--- config.mk ---
export PLATFORM = sky130hd
export DESIGN_NAME = nand_seq_adder
export DESIGN_NICKNAME = d
export VERILOG_FILES = /design/src/rtl/nand_seq_pkg.sv /design/src/rtl/nand_seq_adder_nand_unit.sv /design/src/rtl/nand_seq_adder.sv
export SDC_FILE = /design/constraint.sdc
export NUM_CORES = 1
export LEC_CHECK = 0
export BUFFER_PORTS_ARGS = -buffer_cell sky130_fd_sc_hd__buf_2
export CAP_MARGIN = 30
export CORE_MARGIN = 2
export CORE_UTILIZATION = 50
export CTS_BUF_LIST = sky130_fd_sc_hd__clkbuf_4
export CTS_CLUSTER_DIAMETER = 120
export CTS_CLUSTER_SIZE = 30
export DETAILED_ROUTE_END_ITERATION = 16
export PLACE_DENSITY = 0.71
export SLEW_MARGIN = 20
export SYNTH_ARGS = -nofsm -noshare
export SYNTH_HDL_FRONTEND = slang
export SYNTH_SLANG_ARGS = --single-unit
--- constraint.sdc ---
create_clock -name clk -period 4.45 [get_ports clk]
set_input_delay 0.6675 -clock clk [delete_from_list [all_inputs] [get_ports clk]]
set_output_delay 0.6675 -clock clk [all_outputs]
set_load 0.02 [all_outputs]
--- src/rtl/nand_seq_pkg.sv ---
// Shared types and constants for the bit-serial NAND adder.
package nand_seq_pkg;

  // Controller states: wait for a request, walk the NAND steps, report once.
  typedef enum logic [1:0] {
    IDLE = 2'd0,
    EVAL = 2'd1,
    DONE = 2'd2
  } state_t;

  // Gate evaluations needed to produce one sum bit and its carry.
  localparam int NAND_STEPS = 9;

  // Width of the step counter (holds 0..NAND_STEPS-1).
  localparam int STEP_W = 4;

  // Index of the final step of a bit (the carry update).
  localparam logic [STEP_W-1:0] LAST_STEP = 4'd8;

  // Bit-counter width for a given operand width; never narrower than one bit.
  function automatic int idx_w(input int w);
    return (w > 1) ? $clog2(w) : 1;
  endfunction

endpackage

--- src/rtl/nand_seq_adder_nand_unit.sv ---
// The single shared 2-input NAND evaluator. Operands arrive as zero-extended
// single bits, so only the LSBs take part in the result.
module nand_unit (
  input  logic [3:0] i_a,
  input  logic [3:0] i_b,
  output logic       o_y
);

  logic w_unused_hi;

  assign o_y = ~(i_a[0] & i_b[0]);

  // Upper bits are always zero by construction.
  assign w_unused_hi = &{1'b0, i_a[3:1], i_b[3:1]};

endmodule

--- src/rtl/nand_seq_adder.sv ---
// Bit-serial ripple adder built from one time-shared NAND gate: each sum bit
// costs nine gate evaluations, one per clock.
// Optional feature: define NAND_SEQ_SUB_EN to add the 'sub' input
// (a - b via inverted b and forced carry-in).
module nand_seq_adder
  import nand_seq_pkg::*;
#(
  parameter int WIDTH = 8
) (
  input  logic             clk,
  input  logic             reset,
  input  logic             start,
  input  logic [WIDTH-1:0] a,
  input  logic [WIDTH-1:0] b,
  input  logic             c_in,
`ifdef NAND_SEQ_SUB_EN
  input  logic             sub,
`endif
  output logic             busy,
  output logic             done,
  output logic [WIDTH-1:0] sum,
  output logic             c_out
);

  localparam int BIT_W = idx_w(WIDTH);

  state_t             r_state;
  state_t             w_next_state;
  logic [STEP_W-1:0]  r_step;
  logic [BIT_W-1:0]   r_bit;
  logic [WIDTH-1:0]   r_a;
  logic [WIDTH-1:0]   r_b;
  logic               r_c;
  logic               r_n1, r_n2, r_n3, r_x, r_n5, r_n6, r_n7;
  logic [WIDTH-1:0]   r_sum;
  logic               r_cout;
  logic               r_busy;
  logic               r_done;

  logic [WIDTH-1:0]   w_b_eff;
  logic               w_cin_eff;
  logic               w_a_i;
  logic               w_b_i;
  logic               w_op_a;
  logic               w_op_b;
  logic               w_nand;
  logic               w_last_step;
  logic               w_last_bit;

`ifdef NAND_SEQ_SUB_EN
  // Subtraction is a + ~b + 1, so the transform is applied as operands latch.
  assign w_b_eff   = sub ? ~b : b;
  assign w_cin_eff = sub ? 1'b1 : c_in;
`else
  assign w_b_eff   = b;
  assign w_cin_eff = c_in;
`endif

  assign w_a_i       = r_a[r_bit];
  assign w_b_i       = r_b[r_bit];
  assign w_last_step = (r_step == LAST_STEP);
  assign w_last_bit  = (r_bit == BIT_W'(WIDTH - 1));

  nand_unit u_nand (
    .i_a ({3'b000, w_op_a}),
    .i_b ({3'b000, w_op_b}),
    .o_y (w_nand)
  );

  // Route the operands of the current step into the shared gate.
  always_comb begin
    w_op_a = 1'b0;
    w_op_b = 1'b0;
    case (r_step)
      4'd0:    begin w_op_a = w_a_i; w_op_b = w_b_i; end
      4'd1:    begin w_op_a = w_a_i; w_op_b = r_n1;  end
      4'd2:    begin w_op_a = w_b_i; w_op_b = r_n1;  end
      4'd3:    begin w_op_a = r_n2;  w_op_b = r_n3;  end
      4'd4:    begin w_op_a = r_x;   w_op_b = r_c;   end
      4'd5:    begin w_op_a = r_x;   w_op_b = r_n5;  end
      4'd6:    begin w_op_a = r_c;   w_op_b = r_n5;  end
      4'd7:    begin w_op_a = r_n6;  w_op_b = r_n7;  end
      4'd8:    begin w_op_a = r_n1;  w_op_b = r_n5;  end
      default: begin w_op_a = 1'b0;  w_op_b = 1'b0;  end
    endcase
  end

  // State register.
  always_ff @(posedge clk or posedge reset) begin
    if (reset) r_state <= IDLE;
    else       r_state <= w_next_state;
  end

  // Next-state logic: start only matters in IDLE, DONE always lasts one cycle.
  always_comb begin
    w_next_state = r_state;
    case (r_state)
      IDLE: begin
        if (start) w_next_state = EVAL;
        else       w_next_state = IDLE;
      end
      EVAL: begin
        if (w_last_step && w_last_bit) w_next_state = DONE;
        else                           w_next_state = EVAL;
      end
      DONE:    w_next_state = IDLE;
      default: w_next_state = IDLE;
    endcase
  end

  // Datapath: operand capture, step/bit counting, scratch and result updates.
  always_ff @(posedge clk or posedge reset) begin
    if (reset) begin
      r_step <= '0;
      r_bit  <= '0;
      r_a    <= '0;
      r_b    <= '0;
      r_c    <= 1'b0;
      r_n1   <= 1'b0;
      r_n2   <= 1'b0;
      r_n3   <= 1'b0;
      r_x    <= 1'b0;
      r_n5   <= 1'b0;
      r_n6   <= 1'b0;
      r_n7   <= 1'b0;
      r_sum  <= '0;
      r_cout <= 1'b0;
      r_busy <= 1'b0;
      r_done <= 1'b0;
    end else begin
      // done trails the DONE state by one edge so it lands after busy drops.
      r_done <= (r_state == DONE);
      case (r_state)
        IDLE: begin
          if (start) begin
            r_a    <= a;
            r_b    <= w_b_eff;
            r_c    <= w_cin_eff;
            r_step <= '0;
            r_bit  <= '0;
            r_sum  <= '0;
            r_cout <= 1'b0;
            r_busy <= 1'b1;
          end else begin
            r_busy <= 1'b0;
          end
        end
        EVAL: begin
          case (r_step)
            4'd0:    r_n1         <= w_nand;
            4'd1:    r_n2         <= w_nand;
            4'd2:    r_n3         <= w_nand;
            4'd3:    r_x          <= w_nand;
            4'd4:    r_n5         <= w_nand;
            4'd5:    r_n6         <= w_nand;
            4'd6:    r_n7         <= w_nand;
            4'd7:    r_sum[r_bit] <= w_nand;
            4'd8:    r_c          <= w_nand;
            default: r_c          <= r_c;
          endcase
          if (w_last_step) begin
            r_step <= '0;
            if (w_last_bit) begin
              r_bit  <= '0;
              r_cout <= w_nand;
              r_busy <= 1'b0;
            end else begin
              r_bit  <= r_bit + BIT_W'(1);
            end
          end else begin
            r_step <= r_step + 4'd1;
          end
        end
        DONE:    r_busy <= 1'b0;
        default: r_busy <= 1'b0;
      endcase
    end
  end

  assign busy  = r_busy;
  assign done  = r_done;
  assign sum   = r_sum;
  assign c_out = r_cout;

endmodule

==> flow_metrics.tcl <==
set metrics [dict create \
    path_clk_slew_ps 130 \
    synth.most_common_cell "nand2_1" \
    ant_nets 0 \
    ys_seq_area_share_pct 49.0 \
    netlist_instances 248 \
    initial_utilization_pct 51.6 \
    grt_max_degree 45 \
    via_per_inst 5.47 \
    p_int_uw 473 \
    fin_cells 327 \
    fin_setup_tns_ps 0 \
    synth_top_family_by_area "simple AND/OR/NAND/NOR gates" \
    maxCapViolCount 0 \
    p_clk_share_pct 31.8 \
    async_flop_share_pct 100 \
    drt_iter0_markers 117 \
    crit_start "r_bit[0]" \
    yosys.area_share.simple_pct 22.9 \
    p_seq_share_pct 65.5 \
    diodes 0 \
    skew_ps 4.06 \
    status "finished, final reports clean" \
    dieHeight_um 71.0 \
    fin_util_pct 57.0 \
    period_minus_slack_ps 2490 \
    synth_edf_count 0 \
    root_buffer "clkbuf_4" \
    overflow 0 \
    syn-cell-area_mm2 0.00225 \
    cts-hold-fix-buffers 0 \
    hold_viol_final 0 \
    tritoncts "done" \
    core_mm2 0.00435 \
    ys_warn_count 0 \
    fmax_mhz 401 \
    ir_worst_vdd_mv 0.188 \
    num_rows 24 \
    post_cts_resized 0 \
    port_buffers 30 \
    slew_headroom_pct 40.6 \
    drc 0 \
    synth_cell_types 44 \
    r2r_cells 7 \
    drt_first_pass_iters 4 \
    synth_common_cells "nand2_1 (70), dfrtp_1 (44), o21ai_0 (17)" \
    leakage_uw 0.00127 \
    ys_dominant_reg_cell "dfrtp_1" \
    gp_congestion 0.786 \
    h-tree-depth 2 \
    yosys.area_share.adder_pct 3.34 \
    r2r_end "sum[6]" \
    required_ps 4710 \
    clock-sinks 44 \
    path_max_fanout 14 \
    grt_pass1_wl_mm 7.42 \
    ys_ff_latch 44 \
    crit_end "sum[6]" \
    synth.top_cell.area_share_pct 49.0 \
    cp.arrival_ps 2750 \
    synthMuxAreaShare_pct 6.24 \
    setup_violations 0 \
    synth_fp_nets 274 \
    r2r_start "r_bit[0]" \
    die-area_mm2 0.00504 \
    area_growth_pct 10.4 \
    die_x_um 71.0 \
    grt_pass1_vias 1634 \
    hold_path_class "in2async" \
    netSwitchingPower_uw 137 \
    tightest_slew_ps 889 \
    io_pins 31 \
    drt_wl_total_mm 4.38 \
    post_cts_buffers 0 \
    syn_area_per_cell_um2 9.06 \
    nets 300 \
    r2r_slack_ps 1960 \
    worstSetupPathType "reg2reg" \
    hpwlAfterDp_mm 3.04 \
    p_comb_share_pct 2.6 \
    slew_viol_final 0 \
    antenna_found_initial 0 \
    yosysTopAreaCell "dfrtp_1" \
    synth_compound_area_share_pct 15.3 \
    yosys-top-cells-area "dfrtp_1 (49%), nand2_1 (12%), o21ai_0 (3.8%), mux2i_1 (3.6%), ha_1 (3.3%)" \
    crit_path_end_kind "flip-flop" \
    dp.cells 319 \
    min_period_over_period_pct 56.0 \
    rsz0062_at_grt "false" \
    power.density_mw_per_mm2 246 \
    clock_latency_ps 350 \
    netSwitchingFraction_pct 22.5 \
    grt_util_all_layers_pct 18.5 \
    drive_gt1_share_pct 18.2 \
    synth_xor_area_share_pct 0 \
    num_vias 1790 \
    critPathLaunchType "flip-flop" \
    wire_per_inst_um 13.4 \
    cts_buffers 5 \
    clock_path_buffers 2 \
]
==> worst min-delay path by stage <==
stage	startpoint	endpoint	slack, ps	cells past startpoint
5_1_grt	b[7]	r_b[7]	480	3
4_1_cts	reset	r_step[2]	450	3
6_report	reset	r_step[2]	430	3
2_1_floorplan	r_a[1]	r_a[1]	440	2
3_5_place_dp	r_a[1]	r_a[1]	460	2
3_3_place_gp	r_state[0]	done	450	1
==> per-stage QoR <==
| stage | hold WS (ps) | instance area, µm² | setup WS [ps] | power, µW |
|---|---|---|---|---|
| 2_1_floorplan | 438 | 2250 | 2370 | 413 |
| 3_3_place_gp | 449 | 2420 | 2000 | 424 |
| 3_5_place_dp | 458 | 2420 | 1980 | 424 |
| 4_1_cts | 445 | 2480 | 1950 | 615 |
| 5_1_grt | 479 | 2480 | 1750 | 638 |
| 6_report | 427 | 2480 | 1960 | 610 |
==> power groups by stage <==
stage | clock network (µW) | logic (µW) | registers [µW]
2_1_floorplan | 0 | 6.04 | 407
3_3_place_gp | 0 | 16.9 | 407
3_5_place_dp | 0 | 17.0 | 407
5_1_grt | 219 | 18.9 | 400
6_report | 194 | 16.1 | 400
4_1_cts | 198 | 17.0 | 400
==> layer usage <==
layer  vias up  GRT usage (%)  routed length (µm)
li1        910              -                   -
met1       831           25.5                2170
met2        41           28.6                1980
met3         8           3.85                 136
met4         0           7.76                  94
met5         -              0                   0
==> critical path, stage by stage, from the launching register on <==
cell and delay [ps]:
dfrtp_1 690, mux2_4 340, a22o_1 240, a211oi_2 260
o21ai_1 120, a221oi_2 350, o21ai_2 170, o31ai_1 230
==> final cells by class <==
| type | count | area (µm²) |
|---|---|---|
| clock buffers | 6 | 45.0 |
| clock inverters | 2 | 11.3 |
| multi-input cells | 186 | 1070 |
| inverters | 5 | 18.8 |
| well taps | 52 | 65.1 |
| flip-flops and latches | 44 | 1100 |
| fillers | 418 | 1870 |
| repair buffers | 32 | 165 |
==> sequential cells by signal, indices dropped and copies added (netlist names), 2 cells and up <==
signal   flops
r_a          8
r_state      2
r_step       4
r_bit        3
r_b          8
sum          8
==> placed cells by master (no fill, tap or decap), drive strengths merged, types with 4 or more instances in the layout <==
master,synthesis,final
a21oi,9,9
a31oi,5,5
buf,5,32
clkbuf,8,6
dfrtp,44,44
ha,6,6
inv,5,4
mux2,5,5
mux2i,8,8
nand2,70,70
nand2b,7,7
nand3,10,10
nor2,12,12
nor2b,4,4
o21ai,19,19
o31ai,5,5
==> cell families after synthesis <==
logic type / count (synthesis)
AND/OR/NAND/NOR: 115
multiplexers: 13
AO/OA/AOI/OAI: 52
flip-flops: 44
buffers and inverters: 18
adder cells (fa/ha/maj): 6
Power figures use the tool's default switching activity.
